**config.mk**
```make
export PLATFORM = sky130hd
export DESIGN_NAME = spi_xfer_sched
export DESIGN_NICKNAME = d
export VERILOG_FILES = /design/src/rtl/spi_sched_pkg.sv /design/src/rtl/rr_arbiter.sv /design/src/rtl/spi_xfer_sched.sv
export SDC_FILE = /design/constraint.sdc
export NUM_CORES = 1
export LEC_CHECK = 0
export CORE_AREA = 2 2 102 104
export DETAILED_ROUTE_END_ITERATION = 10
export DIE_AREA = 0 0 104 106
export SLEW_MARGIN = 20
export SYNTH_ARGS = -nofsm -noshare
export SYNTH_HDL_FRONTEND = slang
export SYNTH_SLANG_ARGS = --single-unit
```
**constraint.sdc**
```tcl
create_clock -name clk -period 1.79 [get_ports clk]
set_input_delay 0.358 -clock clk [delete_from_list [all_inputs] [get_ports clk]]
set_output_delay 0.358 -clock clk [all_outputs]
set_load 0.01 [all_outputs]
```
**src/rtl/spi_sched_pkg.sv**
```systemverilog
// Shared types and defaults for the SPI transfer scheduler.
// rr_next picks the first requester after `last`, wrapping, out of n requesters.
package spi_sched_pkg;

  typedef enum logic [1:0] {IDLE, START, XFER, GAP} state_t;

  localparam int START_TO_DEF = 64;
  localparam int XFER_TO_DEF  = 512;
  localparam int GAP_DEF      = 16;

  function automatic logic [2:0] rr_next(input logic [2:0] last, input logic [7:0] req,
                                         input int unsigned n);
    logic [2:0]  idx;
    logic        found;
    int unsigned c;
    idx   = '0;
    found = 1'b0;
    for (int unsigned k = 1; k <= 8; k++) begin
      if (k <= n && !found) begin
        c = (32'(last) + k) % n;
        if (req[c[2:0]]) begin
          idx   = c[2:0];
          found = 1'b1;
        end
      end
    end
    return idx;
  endfunction

endpackage

```
**src/rtl/rr_arbiter.sv**
```systemverilog
// Combinational round-robin pick over req, searching from last+1 with wrap-around.
// Zero latency; grant is empty when en is low or nobody requests.
module rr_arbiter #(
  parameter int N_REQ = 4,
  parameter int IW    = $clog2(N_REQ)
) (
  input  logic [N_REQ-1:0] req,
  input  logic [IW-1:0]    last,
  input  logic             en,
  output logic [N_REQ-1:0] grant,
  output logic [IW-1:0]    idx,
  output logic             vld
);
  import spi_sched_pkg::*;

  always_comb begin
    idx   = IW'(rr_next(3'(last), 8'(req), N_REQ));
    vld   = en && (|req);
    grant = vld ? (N_REQ'(1) << idx) : '0;
  end

endmodule

```
**src/rtl/spi_xfer_sched.sv**
```systemverilog
// Shares one SPI master between N_REQ requesters: grant 1 cycle after req when idle,
// then start/transfer with timeouts and a fixed idle gap; requests wait while busy.
module spi_xfer_sched #(
  parameter int N_REQ    = 4,
  parameter int DW       = 8,
  parameter int START_TO = spi_sched_pkg::START_TO_DEF,
  parameter int XFER_TO  = spi_sched_pkg::XFER_TO_DEF,
  parameter int GAP      = spi_sched_pkg::GAP_DEF
) (
  input  logic                clk,
  input  logic                rst,
  input  logic [N_REQ-1:0]    req,
  input  logic [N_REQ*DW-1:0] req_data,
  output logic [N_REQ-1:0]    gnt,
  output logic [N_REQ-1:0]    rsp_valid,
  output logic [N_REQ-1:0]    rsp_err,
  output logic [DW-1:0]       rsp_data,
  output logic                busy,
  output logic                m_start,
  output logic [DW-1:0]       m_din,
  input  logic                m_busy,
  input  logic                m_done,
  input  logic [DW-1:0]       m_dout
);
  import spi_sched_pkg::*;

  localparam int TMAX = (START_TO > XFER_TO) ? ((START_TO > GAP) ? START_TO : GAP)
                                             : ((XFER_TO > GAP) ? XFER_TO : GAP);
  localparam int TW = $clog2(TMAX) + 1;
  localparam int IW = $clog2(N_REQ);
  localparam logic [TW-1:0] START_LAST = TW'(START_TO - 1);
  localparam logic [TW-1:0] XFER_LAST  = TW'(XFER_TO - 1);
  localparam logic [TW-1:0] GAP_LAST   = TW'(GAP - 1);

  state_t           state;
  logic [TW-1:0]    timer;
  logic [IW-1:0]    owner;
  logic [IW-1:0]    last;
  logic [IW-1:0]    arb_idx;
  logic [N_REQ-1:0] arb_gnt;
  logic             arb_vld;

  rr_arbiter #(.N_REQ(N_REQ), .IW(IW)) u_arb (
    .req   (req),
    .last  (last),
    .en    (state == IDLE),
    .grant (arb_gnt),
    .idx   (arb_idx),
    .vld   (arb_vld)
  );

  always_ff @(posedge clk or posedge rst) begin
    if (rst) begin
      state     <= IDLE;
      last      <= IW'(N_REQ - 1);
      owner     <= '0;
      timer     <= '0;
      gnt       <= '0;
      rsp_valid <= '0;
      rsp_err   <= '0;
      rsp_data  <= '0;
      busy      <= 1'b0;
      m_start   <= 1'b0;
      m_din     <= '0;
    end else begin
      gnt       <= '0;
      rsp_valid <= '0;
      rsp_err   <= '0;
      case (state)
        IDLE: begin
          if (arb_vld) begin
            owner   <= arb_idx;
            last    <= arb_idx;
            m_din   <= req_data[arb_idx*DW +: DW];
            gnt     <= arb_gnt;
            timer   <= '0;
            m_start <= 1'b1;
            busy    <= 1'b1;
            state   <= START;
          end
        end
        START: begin
          // master acknowledgement beats a simultaneous timeout
          if (m_busy) begin
            m_start <= 1'b0;
            timer   <= '0;
            state   <= XFER;
          end else if (timer == START_LAST) begin
            rsp_err[owner] <= 1'b1;
            m_start        <= 1'b0;
            timer          <= '0;
            state          <= spi_sched_pkg::GAP;
          end else begin
            timer <= timer + 1'b1;
          end
        end
        XFER: begin
          if (m_done) begin
            rsp_data         <= m_dout;
            rsp_valid[owner] <= 1'b1;
            timer            <= '0;
            state            <= spi_sched_pkg::GAP;
          end else if (timer == XFER_LAST) begin
            rsp_err[owner] <= 1'b1;
            timer          <= '0;
            state          <= spi_sched_pkg::GAP;
          end else begin
            timer <= timer + 1'b1;
          end
        end
        spi_sched_pkg::GAP: begin
          if (timer == GAP_LAST) begin
            busy  <= 1'b0;
            state <= IDLE;
          end else begin
            timer <= timer + 1'b1;
          end
        end
        default: state <= IDLE;
      endcase
    end
  end

endmodule

```
---- After elaboration in Yosys (flattened, before gate mapping) ----
Index checks and enable logic that the tools add are counted.
word-level totals
  register bits after elaboration ......... 46
  bits in latches ......................... 0
  RAM bits ................................ 0
  ROM bits ................................ 0
  bits of input ports ..................... 48
  output and inout port bits .............. 30
  logic and storage cells ................. 98
  memories kept ........................... 0
cells by class
  $add $sub $neg .......................... 5
  multipliers ............................. 0
  divide/modulo/power cells ............... 0
  $lt $le $gt $ge ......................... 6
  equality and inequality tests ........... 11
  shift-type cells ........................ 2
  multiplexer cells ....................... 51
  bitwise operators ....................... 0
  reduce and logical (&&, ||, !) cells .... 12
operators by type and width
  operator               count
  $mux 10                6
  $pmux 10 s4            1
  $mux 4                 8
  $shiftx 32x6->8        1
  $mux 2                 13
  $lt 2x4->1 const B     4
  $mux 1                 14
  $add 10x1->10 const B  1
  $eq 10x4->1 const B    1
  $eq 10x6->1 const B    1
  $eq 10x9->1 const B    1
  $bmux 1 s2             4
  $pmux 2 s4             1
  $pmux 4 s2             1
  $ne 2x2->1 const B     3
  $ne 3x3->1 const B     2
  $reduce_and 2->1       3
  $reduce_and 3->1       2
  $add 2x1->2 const B    2
  $add 2x2->2 const B    2
  $eq 2x2->1 const B     2
  $pmux 1 s2             2
  $reduce_and 4->1       1
  $reduce_bool 2->1      2
  8 further kinds        9

---- Longest topological paths before layout ----
  depth in word-level cells ............... 13
  gate-level depth with buffers ........... 7

---- Cells and area by module ----
From an unflattened synthesis, not the netlist that was laid out.
second synthesis, totals
  cell total of the unflattened synthesis .. 209
  area, all modules ....................... 2382.3 µm²
modules (own cells, without submodules)
  module          times used  cells each  area each (µm²)  sequential area each (µm²)
  spi_xfer_sched  1           191         2230.9           1153.6
  rr_arbiter      1           18          151.4            0.0

---- Worst setup path after synthesis ----
Ideal clock, no wire load.
  path kind ............................... reg-to-reg
  start ................................... register timer[0]
  end ..................................... register timer[8]
  setup time .............................. 0.064 ns
  arrival ................................. 1.792 ns
  data required time ...................... 1.726 ns
  slack ................................... -0.066 ns
  stages on the path, launching flop included .. 7
  path buffers ............................ 0
  period minus slack after synthesis ...... 1.856 ns
  cells stage by stage .................... dfrtp_1 > ha_1 > and4_4 > a311o_2 > a31o_1 > nor4_1 > a211o_1
between the ends
  word-level cells in the longest chain between the ends .. 4
  elaborated cells on any way between the ends .. 12
RTL lines
  what                                   RTL line                                                            source
  from (decl)                            spi_xfer_sched.sv:36                                                logic [TW-1:0] timer;
  from (signal assigned)                 spi_xfer_sched.sv:94                                                timer <= timer + 1'b1;
  from (signal assigned)                 spi_xfer_sched.sv:108                                               timer <= timer + 1'b1;
  from (signal assigned)                 spi_xfer_sched.sv:116                                               timer <= timer + 1'b1;
  $add 10x1->10 (tied with other cells)  spi_xfer_sched.sv:94, spi_xfer_sched.sv:108, spi_xfer_sched.sv:116
  $mux 10, on equally long branches      spi_xfer_sched.sv:103, spi_xfer_sched.sv:88
  $mux 10, on equally long branches      spi_xfer_sched.sv:98, spi_xfer_sched.sv:84
  $pmux 10 s4                            spi_xfer_sched.sv:69                                                case (state)
Several ways; a longest one is shown, not always the timed one. The select of a mux whose other input is x is not followed.
A chain may end at the register's enable or synchronous reset.

---- Worst setup path after layout ----
  start ................................... register timer[1]
  end ..................................... register timer[0]
between the ends
  word-level cells in the longest chain between the ends .. 4
  elaborated cells on any way between the ends .. 10
RTL lines
  what                                               RTL line
  $eq 10x9->1 / $eq 10x6->1 (equally long branches)  spi_xfer_sched.sv:103, spi_xfer_sched.sv:88
  $mux 10, on equally long branches                  spi_xfer_sched.sv:103, spi_xfer_sched.sv:88
  $mux 10, on equally long branches                  spi_xfer_sched.sv:98, spi_xfer_sched.sv:84
  $pmux 10 s4                                        spi_xfer_sched.sv:69
Several ways; a longest one is shown, not always the timed one.

==> flow_results.xml <==
<?xml version="1.0" encoding="UTF-8"?>
<metrics>
  <group name="timing">
    <metric name="min_period_over_period" unit="">0.970</metric>
    <metric name="timing.fmax" unit="MHz">576</metric>
    <metric name="max_slew.worst_pin.slew" unit="ps">359</metric>
    <metric name="maxSlewViolCount" unit="">0</metric>
    <metric name="maxSlewHeadroom" unit="">0.760</metric>
    <metric name="grt_setup_unrepaired" unit="">true</metric>
    <metric name="fin_worst_hold_slack" unit="ps">396</metric>
    <metric name="setup_viol_count_final" unit="">0</metric>
    <metric name="final_hold_violations" unit="">0</metric>
    <metric name="timing.clock.skew" unit="ps">3.68</metric>
    <metric name="min_period" unit="ps">1740</metric>
    <metric name="final_critical_path_setup_slack" unit="ps">53.3</metric>
    <metric name="setup_tns" unit="ps">0</metric>
  </group>
  <group name="clock_network">
    <metric name="numCtsBuffers" unit="">5</metric>
    <metric name="clock_tree.buffer_depth" unit="">2</metric>
    <metric name="cts_max_level" unit="">2</metric>
    <metric name="cts_tree" unit="">built</metric>
    <metric name="postCtsHoldBufs" unit="">0</metric>
    <metric name="path_clk_slew" unit="ps">90</metric>
    <metric name="cts-root-buf" unit="">sky130_fd_sc_hd__clkbuf_8</metric>
    <metric name="clk-insertion-delay-late" unit="ps">300</metric>
    <metric name="clkSinkCount" unit="">46</metric>
  </group>
  <group name="synth">
    <metric name="synthesis.area" unit="mm²">0.00244</metric>
    <metric name="synth_cells" unit="">238</metric>
    <metric name="number_of_synthesized_flops_with_an_enable_pin" unit="">0</metric>
    <metric name="syn_area_per_cell" unit="µm²">10.3</metric>
    <metric name="synth_seq_area_share" unit="">0.472</metric>
    <metric name="yosys_most_used_dff" unit="">sky130_fd_sc_hd__dfrtp_1</metric>
    <metric name="post_synth_num_cell_types" unit="">45</metric>
    <metric name="mappedNetlistNets" unit="">291</metric>
    <metric name="flop_and_latch_count_out_of_synthesis" unit="">46</metric>
    <metric name="yosysWarningCount" unit="">0</metric>
    <metric name="asyncSetResetFlopFracSynth" unit="">1.00</metric>
  </group>
  <group name="cells_and_area">
    <metric name="area.growth.synth_to_final" unit="%">62.1</metric>
    <metric name="layout.cells.most_common" unit="">sky130_fd_sc_hd__clkdlybuf4s50_1</metric>
    <metric name="finalCoreUtilization" unit="">0.396</metric>
    <metric name="layout.filler_cells" unit="">1025</metric>
    <metric name="layout_common_cells" unit="">73 x sky130_fd_sc_hd__clkdlybuf4s50_1, 44 x sky130_fd_sc_hd__dfrtp_1, 40 x sky130_fd_sc_hd__buf_4</metric>
    <metric name="nNetsFinal" unit="">411</metric>
    <metric name="final_cell_area" unit="mm²">0.00396</metric>
    <metric name="layoutNonFillerInstCount" unit="">495</metric>
    <metric name="drive_gt1_frac" unit="">0.251</metric>
    <metric name="antennaDiodeCount" unit="">0</metric>
  </group>
  <group name="worst_setup_path">
    <metric name="data_required_critical_path" unit="ps">2010</metric>
    <metric name="cpMaxStageDelayCell" unit="">sky130_fd_sc_hd__dfrtp_1</metric>
    <metric name="worstPathArrival" unit="ps">1960</metric>
    <metric name="critPathLaunchType" unit="">flop</metric>
    <metric name="setup.worst_path.end_class" unit="">flop</metric>
    <metric name="path_common_cell" unit="">sky130_fd_sc_hd__a31oi_1</metric>
    <metric name="critical_path.cell_chain" unit="">ha_4, and4_4, a311o_2, o211ai_1, a31oi_1, a31oi_1</metric>
    <metric name="timing.critical_path.slowest_cell_delay" unit="ps">420</metric>
    <metric name="worstPathMaxFanout" unit="">5</metric>
    <metric name="worstSetupPathType" unit="">reg2reg</metric>
  </group>
  <group name="global_routing">
    <metric name="antenna_found_initial" unit="">0</metric>
    <metric name="grt_first_pass_wirelength" unit="mm">11.1</metric>
    <metric name="use_met2" unit="">0.222</metric>
    <metric name="first_global_vias" unit="">2297</metric>
    <metric name="grt.busiest_layer" unit="">met2</metric>
    <metric name="met3_usage" unit="">0.0202</metric>
    <metric name="gr-total-overflow" unit="">0</metric>
    <metric name="globalRouteTotalUtil" unit="">0.126</metric>
    <metric name="grt.met1_usage" unit="">0.157</metric>
    <metric name="grt_max_degree" unit="">47</metric>
  </group>
  <group name="die">
    <metric name="dieArea" unit="mm²">0.0110</metric>
    <metric name="io-pin-count" unit="">78</metric>
    <metric name="initial_core_util" unit="">0.244</metric>
    <metric name="die_height" unit="µm">106</metric>
    <metric name="dieWidth" unit="µm">104</metric>
    <metric name="core.rowCount" unit="">37</metric>
    <metric name="fp.coreArea" unit="mm²">0.0100</metric>
  </group>
  <group name="drt">
    <metric name="detail_route.vias_per_cell" unit="">4.57</metric>
    <metric name="number_of_detailed_routing_iterations_run_before_antenna_repair" unit="">4</metric>
    <metric name="drt_iter0_drc" unit="">149</metric>
    <metric name="routed_wire_length_per_instance" unit="µm">13.8</metric>
    <metric name="post-route-drc-count" unit="">0</metric>
    <metric name="route.vias.total" unit="">2262</metric>
    <metric name="postRouteWirelength" unit="mm">6.81</metric>
    <metric name="antenna_violating_nets_post_route" unit="">0</metric>
  </group>
  <group name="place">
    <metric name="placement.setup.worst_slack" unit="ps">-369</metric>
    <metric name="placed_cells_incl_taps" unit="">479</metric>
    <metric name="numPortBuffers" unit="">77</metric>
    <metric name="dp_hpwl" unit="mm">5.02</metric>
    <metric name="dpl_cell_area" unit="mm²">0.00367</metric>
    <metric name="gp_congestion" unit="">0.792</metric>
  </group>
  <group name="power_and_ir_drop">
    <metric name="vdd.ir_drop.worst" unit="V">0.000544</metric>
    <metric name="design_power_total" unit="mW">5.05</metric>
    <metric name="power_density" unit="mW/mm²">1270</metric>
    <metric name="leakage_power_of_the_design" unit="nW">1.70</metric>
  </group>
  <group name="hold_path">
    <metric name="worstHoldPathType" unit="">in2async</metric>
  </group>
  <group name="outcome">
    <metric name="status" unit="">finished, final reports clean</metric>
  </group>
  <group name="job">
    <metric name="timing.max_cap.violations" unit="">0</metric>
  </group>
</metrics>
## path summary, 6_finish.rpt
| check | from | endpoint | slack [ps] | depth (start not counted) |
|---|---|---|---|---|
| worst min-delay path | rst | rsp_data[1] | 400 | 3 |
| worst min register to register | rsp_data[5] | rsp_data[5] | 500 | 1 |
| min in group clk | rsp_data[5] | rsp_data[5] | 500 | 1 |
| worst max register to register | timer[1] | timer[0] | 50 | 6 |
| worst max-delay path | timer[1] | timer[0] | 50 | 6 |
| max in group asynchronous | rst | last[1] | 1120 | 3 |
## cells by family after synthesis
family	synth area share
buf+inv	0.0317
flops	0.472
mux	0.0742
compound gates	0.163
fa+ha+maj	0.0256
simple gates	0.208
xor+xnor	0.0251
## critical path: cells and delay by family, from the launching register on
family	cells	cell delay [ps]
AOI/OAI and AO/OA	4	860
adders and majority gates	1	180
DFF	1	420
and+or+nand+nor	1	190
## final cells by class
class	count	area, µm²	area share
sequential	46	1150	0.291
multi-input combinational	176	1340	0.337
clock inverter	2	12.5	0.00316
timing repair buffer	123	1180	0.299
inverter	6	22.5	0.00569
tap	136	170	0.0430
clock buffer	6	82.6	0.0209
## cells in the mapped netlist (2+ instances only)
cell type / number / share of area
sky130_fd_sc_hd__nand2b_1: 6 / 0.015
sky130_fd_sc_hd__nand3_1: 6 / 0.012
sky130_fd_sc_hd__nor2_1: 28 / 0.043
sky130_fd_sc_hd__mux2_2: 6 / 0.028
sky130_fd_sc_hd__dfstp_2: 2 / 0.022
sky130_fd_sc_hd__ha_1: 5 / 0.026
sky130_fd_sc_hd__buf_2: 2 / 0.0041
sky130_fd_sc_hd__and3_1: 3 / 0.0077
sky130_fd_sc_hd__clkbuf_1: 6 / 0.0092
sky130_fd_sc_hd__a21oi_1: 5 / 0.010
sky130_fd_sc_hd__o21a_1: 2 / 0.0061
sky130_fd_sc_hd__dfrtp_1: 44 / 0.45
sky130_fd_sc_hd__a31o_1: 2 / 0.0072
sky130_fd_sc_hd__o211ai_1: 5 / 0.015
sky130_fd_sc_hd__a21oi_2: 2 / 0.0072
sky130_fd_sc_hd__inv_1: 6 / 0.0092
sky130_fd_sc_hd__xnor2_1: 4 / 0.014
sky130_fd_sc_hd__mux2i_1: 8 / 0.033
sky130_fd_sc_hd__nor2b_1: 3 / 0.0077
sky130_fd_sc_hd__nor3_1: 6 / 0.012
sky130_fd_sc_hd__a31oi_1: 3 / 0.0077
sky130_fd_sc_hd__a211o_1: 9 / 0.032
sky130_fd_sc_hd__o31ai_1: 10 / 0.031
sky130_fd_sc_hd__o211ai_2: 4 / 0.020
sky130_fd_sc_hd__nand2_1: 22 / 0.034
sky130_fd_sc_hd__mux2_1: 3 / 0.014
sky130_fd_sc_hd__o21ai_1: 3 / 0.0061
sky130_fd_sc_hd__nand4_1: 13 / 0.033
sky130_fd_sc_hd__buf_6: 2 / 0.0092
sky130_fd_sc_hd__xor2_1: 3 / 0.011
## power by group
part / internal, mW / switching (mW)
registers: 1.38 / 0.227
logic: 1.50 / 1.26
clock network: 0.311 / 0.363
## flip-flops by register name, indices dropped and copies added, names as in the netlist
name       cells
owner          2
gnt            4
m_start        1
rsp_data       8
last           2
rsp_err        4
timer         10
rsp_valid      4
m_din          8
state          2
busy           1
## what timing repair did
item / CTS / global route
buffers inserted: 3 / 6
setup endpoints to repair: 7 / 25
pin swaps: 4 / 9
gates resized for setup: 6 / 20
## per-layer routing
layer,part of all wire,vias to the layer above
met5,0,-
met4,0.012,0
met3,0.033,6
met2,0.50,59
met1,0.45,1086
li1,-,1111
Note: power is estimated with default switching activity, not from simulation.
